File: config.mk
export PLATFORM = sky130hd
export DESIGN_NAME = ysyx_25040111_csr_seq
export DESIGN_NICKNAME = d
export VERILOG_FILES = /design/src/rtl/ysyx_25040111_csr_seq.sv
export SDC_FILE = /design/constraint.sdc
export NUM_CORES = 1
export LEC_CHECK = 0
export ABC_AREA = 1
export CAP_MARGIN = 40
export CELL_PAD_IN_SITES_DETAIL_PLACEMENT = 1
export CELL_PAD_IN_SITES_GLOBAL_PLACEMENT = 1
export CORE_AREA = 10 10 152 154
export DETAILED_ROUTE_END_ITERATION = 16
export DIE_AREA = 0 0 162 164
export GPL_TIMING_DRIVEN = 0
export PLACE_DENSITY_LB_ADDON = 0.12
export SLEW_MARGIN = 20
export SYNTH_ARGS = -nofsm -noshare
export SYNTH_HDL_FRONTEND = slang
export SYNTH_SLANG_ARGS = --single-unit
File: constraint.sdc
create_clock -name clk -period 3.55 [get_ports clk]
set_input_delay 0.8875 -clock clk [delete_from_list [all_inputs] [get_ports clk]]
set_output_delay 0.8875 -clock clk [all_outputs]
set_load 0.005 [all_outputs]
File: src/rtl/ysyx_25040111_csr_seq.sv
// CSR access sequencer: turns one CSR/ECALL/MRET request into timed CSR-file strobes.
// Optional YSYX_25040111_CSR_MSTATUS_EN adds an mstatus update state on ECALL/MRET.
module ysyx_25040111_csr_seq #(
  parameter int XLEN   = 32,
  parameter int CSR_AW = 12
) (
  input  logic              clk,
  input  logic              reset,
  input  logic              req_valid,
  output logic              req_ready,
  input  logic [2:0]        req_op,
  input  logic [CSR_AW-1:0] req_addr,
  input  logic [XLEN-1:0]   req_src,
  input  logic              req_rs1_zero,
  input  logic [XLEN-1:0]   req_pc,
  output logic              csr_wen,
  output logic [CSR_AW-1:0] csr_waddr,
  output logic [XLEN-1:0]   csr_wdata,
  output logic              csr_ren,
  output logic [CSR_AW-1:0] csr_raddr,
  input  logic [XLEN-1:0]   csr_rdata,
  output logic [1:0]        csr_jtype,
  output logic              rsp_valid,
  input  logic              rsp_ready,
  output logic [XLEN-1:0]   rsp_rdata,
  output logic              rsp_redirect,
  output logic [XLEN-1:0]   rsp_target,
  output logic              rsp_illegal
);

  localparam logic [2:0] OP_RW    = 3'd0;
  localparam logic [2:0] OP_RS    = 3'd1;
  localparam logic [2:0] OP_RC    = 3'd2;
  localparam logic [2:0] OP_ECALL = 3'd3;
  localparam logic [2:0] OP_MRET  = 3'd4;

  localparam logic [2:0] S_IDLE  = 3'd0;
  localparam logic [2:0] S_ACC   = 3'd1;
  localparam logic [2:0] S_EPC   = 3'd2;
  localparam logic [2:0] S_CAUSE = 3'd3;
  localparam logic [2:0] S_TVEC  = 3'd4;
  localparam logic [2:0] S_MEPC  = 3'd5;
  localparam logic [2:0] S_MST   = 3'd6;
  localparam logic [2:0] S_RSP   = 3'd7;

  localparam logic [CSR_AW-1:0] A_MSTATUS = CSR_AW'(12'h300);
  localparam logic [CSR_AW-1:0] A_MTVEC   = CSR_AW'(12'h305);
  localparam logic [CSR_AW-1:0] A_MEPC    = CSR_AW'(12'h341);

  logic [2:0]        r_state;
  logic [2:0]        r_op;
  logic [CSR_AW-1:0] r_addr;
  logic [XLEN-1:0]   r_src;
  logic              r_rs1z;
  logic [XLEN-1:0]   r_pc;
  logic [XLEN-1:0]   r_rdata;
  logic [XLEN-1:0]   r_target;
  logic              r_redirect;
  logic              r_illegal;

  logic              w_ro;
  logic              w_nowr;
  logic [XLEN-1:0]   w_acc_wdata;
  logic [2:0]        w_trap_next;

`ifdef YSYX_25040111_CSR_MSTATUS_EN
  // ECALL stacks MIE into MPIE; MRET restores it. MPP is forced to M either way.
  function automatic logic [XLEN-1:0] mstatus_upd(input logic [XLEN-1:0] old, input logic is_ecall);
    logic [XLEN-1:0] v;
    v = old;
    if (is_ecall) begin
      v[7] = old[3];
      v[3] = 1'b0;
    end else begin
      v[3] = old[7];
      v[7] = 1'b1;
    end
    v[12:11] = 2'b11;
    return v;
  endfunction
  assign w_trap_next = S_MST;
`else
  assign w_trap_next = S_RSP;
`endif

  assign w_ro   = (r_addr[11:10] == 2'b11);
  assign w_nowr = ((r_op == OP_RS) || (r_op == OP_RC)) && r_rs1z;

  always_comb begin
    case (r_op)
      OP_RW:   w_acc_wdata = r_src;
      OP_RS:   w_acc_wdata = csr_rdata | r_src;
      default: w_acc_wdata = csr_rdata & ~r_src;
    endcase
  end

  assign req_ready    = (r_state == S_IDLE);
  assign rsp_valid    = (r_state == S_RSP);
  assign rsp_rdata    = r_rdata;
  assign rsp_target   = r_target;
  assign rsp_redirect = r_redirect;
  assign rsp_illegal  = r_illegal;

  // Strobes are a pure function of state; IDLE (and therefore reset) drives them all low.
  always_comb begin
    csr_wen   = 1'b0;
    csr_waddr = '0;
    csr_wdata = '0;
    csr_ren   = 1'b0;
    csr_raddr = '0;
    csr_jtype = 2'b00;
    case (r_state)
      S_ACC: begin
        csr_ren   = 1'b1;
        csr_raddr = r_addr;
        csr_wen   = !w_nowr && !w_ro;
        csr_waddr = r_addr;
        csr_wdata = w_acc_wdata;
      end
      S_EPC: begin
        csr_wen   = 1'b1;
        csr_waddr = A_MEPC;
        csr_wdata = r_pc;
      end
      S_CAUSE: csr_jtype = 2'b01;
      S_TVEC: begin
        csr_ren   = 1'b1;
        csr_raddr = A_MTVEC;
      end
      S_MEPC: begin
        csr_ren   = 1'b1;
        csr_raddr = A_MEPC;
      end
`ifdef YSYX_25040111_CSR_MSTATUS_EN
      S_MST: begin
        csr_ren   = 1'b1;
        csr_raddr = A_MSTATUS;
        csr_wen   = 1'b1;
        csr_waddr = A_MSTATUS;
        csr_wdata = mstatus_upd(csr_rdata, r_op == OP_ECALL);
      end
`endif
      default: ;
    endcase
  end

  always_ff @(posedge clk or negedge reset) begin
    if (!reset) begin
      r_state    <= S_IDLE;
      r_op       <= '0;
      r_addr     <= '0;
      r_src      <= '0;
      r_rs1z     <= 1'b0;
      r_pc       <= '0;
      r_rdata    <= '0;
      r_target   <= '0;
      r_redirect <= 1'b0;
      r_illegal  <= 1'b0;
    end else begin
      case (r_state)
        S_IDLE: begin
          if (req_valid) begin
            r_op       <= req_op;
            r_addr     <= req_addr;
            r_src      <= req_src;
            r_rs1z     <= req_rs1_zero;
            r_pc       <= req_pc;
            r_rdata    <= '0;
            r_target   <= '0;
            r_redirect <= 1'b0;
            r_illegal  <= 1'b0;
            case (req_op)
              OP_RW, OP_RS, OP_RC: r_state <= S_ACC;
              OP_ECALL:            r_state <= S_EPC;
              OP_MRET:             r_state <= S_MEPC;
              default: begin
                r_illegal <= 1'b1;
                r_state   <= S_RSP;
              end
            endcase
          end
        end
        S_ACC: begin
          r_rdata   <= csr_rdata;
          r_illegal <= w_ro && !w_nowr;
          r_state   <= S_RSP;
        end
        S_EPC:   r_state <= S_CAUSE;
        S_CAUSE: r_state <= S_TVEC;
        S_TVEC: begin
          r_target   <= csr_rdata & {{(XLEN-2){1'b1}}, 2'b00};
          r_redirect <= 1'b1;
          r_state    <= w_trap_next;
        end
        S_MEPC: begin
          r_target   <= csr_rdata;
          r_redirect <= 1'b1;
          r_state    <= w_trap_next;
        end
        S_RSP: begin
          if (rsp_ready) r_state <= S_IDLE;
        end
        default: r_state <= S_RSP;
      endcase
    end
  end

endmodule

==> results.md, run 1 <==
* Status: finished, final reports clean
* Most used DFF post-synth: dfrtp_1
* CTS Buf Count at 17
* Critical Path RT at 2660 ps
* Fmax at between 0.2 and 0.3 GHz
* Placed insts at 1331
* Global-route wire length before repair at 42400 um
* Leak at 0.00466 uW
* Worst R2R End: r_pc[22]
* Crit path largest cell delay at 580 ps
* Number of flops mapped to enable cells by yosys at 0
* Clk Latency, worst-skew pair at between 400 and 500 ps
* Pin count of the biggest net entering global routing at 87
* Rows at 52
* Detailed Route Iter0 Violations at 362
* Total Power at 8820 uW
* H-Tree Depth at 4
* Worst Hold Class: input pin to async pin
* Synth Warn # at 0
* TritonCTS clock tree: built
* Layout cells sized above 1 at approximately 7.8%
* Antenna violations before repair at 5
* Kind of critical path: register to output pin
* RSZ-0062 raised after global routing: true
* Final wirelength at 27700 um
* Final Core Density at 50.5%
* Crit path cell chain: inv_2 -> nand3_2 -> buf_2 -> o22ai_1 -> clkdlybuf4s50_1
* Synth area leaders: dfrtp_1, nand2_1, o21ai_0, nand3_1, inv_1
* IO Pins at roughly 240
* Vias in the first global route at 7145
* Die area at between 0.02 and 0.03 mm2
* Post-synthesis cell type count at 18
* Mean post-synth cell area at 8.17 um2
* Fin crit share at a little over nine tenths
* Power Dens Cells at 872 mW/mm2
* CTS Sinks at 149
* Nets at 1197
* VDD IR max at about 360 uV
* Final hold vios at 0
* Met1 Use GR at a little over a quarter
* Area Growth Syn to Fin at 51.4%
* Cells after Synth at between 800 and 900
* Endpoint type of the worst setup path: output pin
* Count leader, synth: nand2_1
* Ys async rst share at 100%
* MaxCap Viol Count at 0
* Detailed placement HPWL at roughly 21000 um
* Drt pass-1 iters at 5
* Global-route total usage across every layer at 20.8%
* Root Buffer: clkbuf_16
* Wirelength per Cell at 20.2 um
* Share of the synthesized area in the top cell type at 55.8%
* Grt peak-use layer: met2
* Post-synthesis register bit count at approximately 150
* Clock Path Buffers at 2
* Sequential element share of the synthesized area at 55.8%
* Final Slew Violations at 0
* Skew final at 4.99 ps
* Met2 usage at 33.2%
* Area leader, netlist: dfrtp_1
* Via count at 6620
* Post-synth net total at 934
* Worst Tran Pin Value at 613 ps
* Drt drc at 0
* Slew margin rel. at 59.1%
* Core Region at 0.0200 mm2
* Port Buf Inserts at 242
* Worst reg-to-reg path cell count at 5
* Die height at 164 um
* Initial Utilization at 33.3%
* Flop-to-flop setup slack at roughly 1700 ps
* Reg clk slew, reported paths at 70 ps
* Crit start category: register
* Slowest cell on crit path: clkdlybuf4s50_1
* Final Non-Filler Cells at ~1400
* Worst-path maximum fanout at 10
* Grt ovf at 0
* Post-Syn Area at 0.00668 mm2
* Critical R2R Launch: r_state[1]
* Routed Antenna Nets at 0
* M3 GR Usage at roughly 6.7%
* Die Width at 162 um
* Vias per cell at roughly 4.8
* Min Tclk post-route at ~3400 ps
* Crit path DAT at 2530 ps
* RD Place Congestion at 0.825
* Final setup fails at 0
* List of most frequent post-synthesis cells: nand2_1, dfrtp_1, o21ai_0
worst max-delay path, delay by kind of cell, from the launching register on:
family                 cells  cell delay (ps)
AOI/OAI and AO/OA          1              210
buffers and inverters      3             1100
DFF                        1              440
and+or+nand+nor            1              340
layout make-up:
cell class | count | area (um2)
flip-flops and latches | 149 | 3730
diodes | 4 | 10.0
clock buffers | 17 | 425
clock inverters | 15 | 159
multi-input cells | 519 | 2340
well taps | 270 | 338
fillers | 2434 | 9920
repair buffers | 244 | 2480
inverters | 97 | 364
plain buffers | 53 | 272
repair_timing:
action	CTS	global route
resized for setup	4	12
gates cloned	0	0
pin swaps	1	0
buffers inserted	1	0
hold buffers	0	0
endpoints found under the setup margin	44	28
stage by stage:
stage / worst slack, ps / instance area, um2 / TNS [ps] / hold WS, ps
finish: 136 / 10100 / 0 / 388
global route: -5.51 / 10100 / -5.51 / 420
CTS: 50.2 / 10100 / 0 / 404
detailed placement: 282 / 9480 / 0 / 492
global placement: -4870 / 9440 / -724090 / 489
floorplan: 1420 / 6680 / 0 / 472
cell families after synthesis:
family | Yosys count | synth area share [%]
compound gates | 190 | 14.8
flops | 149 | 55.8
buf+inv | 150 | 9.29
simple gates | 328 | 20.0
other cells | 1 | 0.0561
worst max-delay path by stage:
stage	start	end	slack (ps)
6_report	r_state[2]	csr_wdata[4]	140
5_1_grt	r_state[2]	csr_wdata[4]	-6
4_1_cts	r_op[1]	csr_wdata[3]	50
3_5_place_dp	r_state[2]	csr_wdata[4]	280
3_3_place_gp	reset	r_state[2]	-4870
2_1_floorplan	r_state[1]	csr_raddr[10]	1420
state kept, by name (all words and copies together), names as in the netlist:
name,flops
r_rs1z,1
r_src,32
rsp_illegal,1
rsp_redirect,1
r_addr,12
r_pc,32
r_op,3
rsp_target,32
r_state,3
rsp_rdata,32
placed cells by master, fill, tap and decap left out, types with 11 or more instances in the layout:
cell	synthesis	final
clkdlybuf4s50_1	0	239
o21ai_0	122	122
a21oi_1	34	34
nand2_1	230	229
clkbuf_16	0	17
clkbuf_1	17	11
o22ai_1	32	32
nor2_1	23	23
nand3_1	71	70
buf_2	28	25
inv_1	93	93
dfrtp_1	149	149
where the power goes:
group	internal (uW)	total, uW	switching, uW
logic	1950	4060	2120
registers	2510	2950	447
clock network	996	1800	807
total	5450	8820	3370
routing by layer:
layer  up-vias  part of all wire [%]  wire (um)
met4         2                   2.0        558
met5         -                 0.033          9
met2       192                    46      12800
met3        32                   7.5       2070
li1       3178                     -          -
met1      3216                    44      12200
(Power assumes the default switching activity.)
==> run 2, diff against run 1 <==
- CTS_CLUSTER_DIAMETER: default -> 50
- SLEW_MARGIN: 20 -> 0
==> results of run 2 <==
Same layout as run 1: the final DEF is identical, and so are final timing and power.
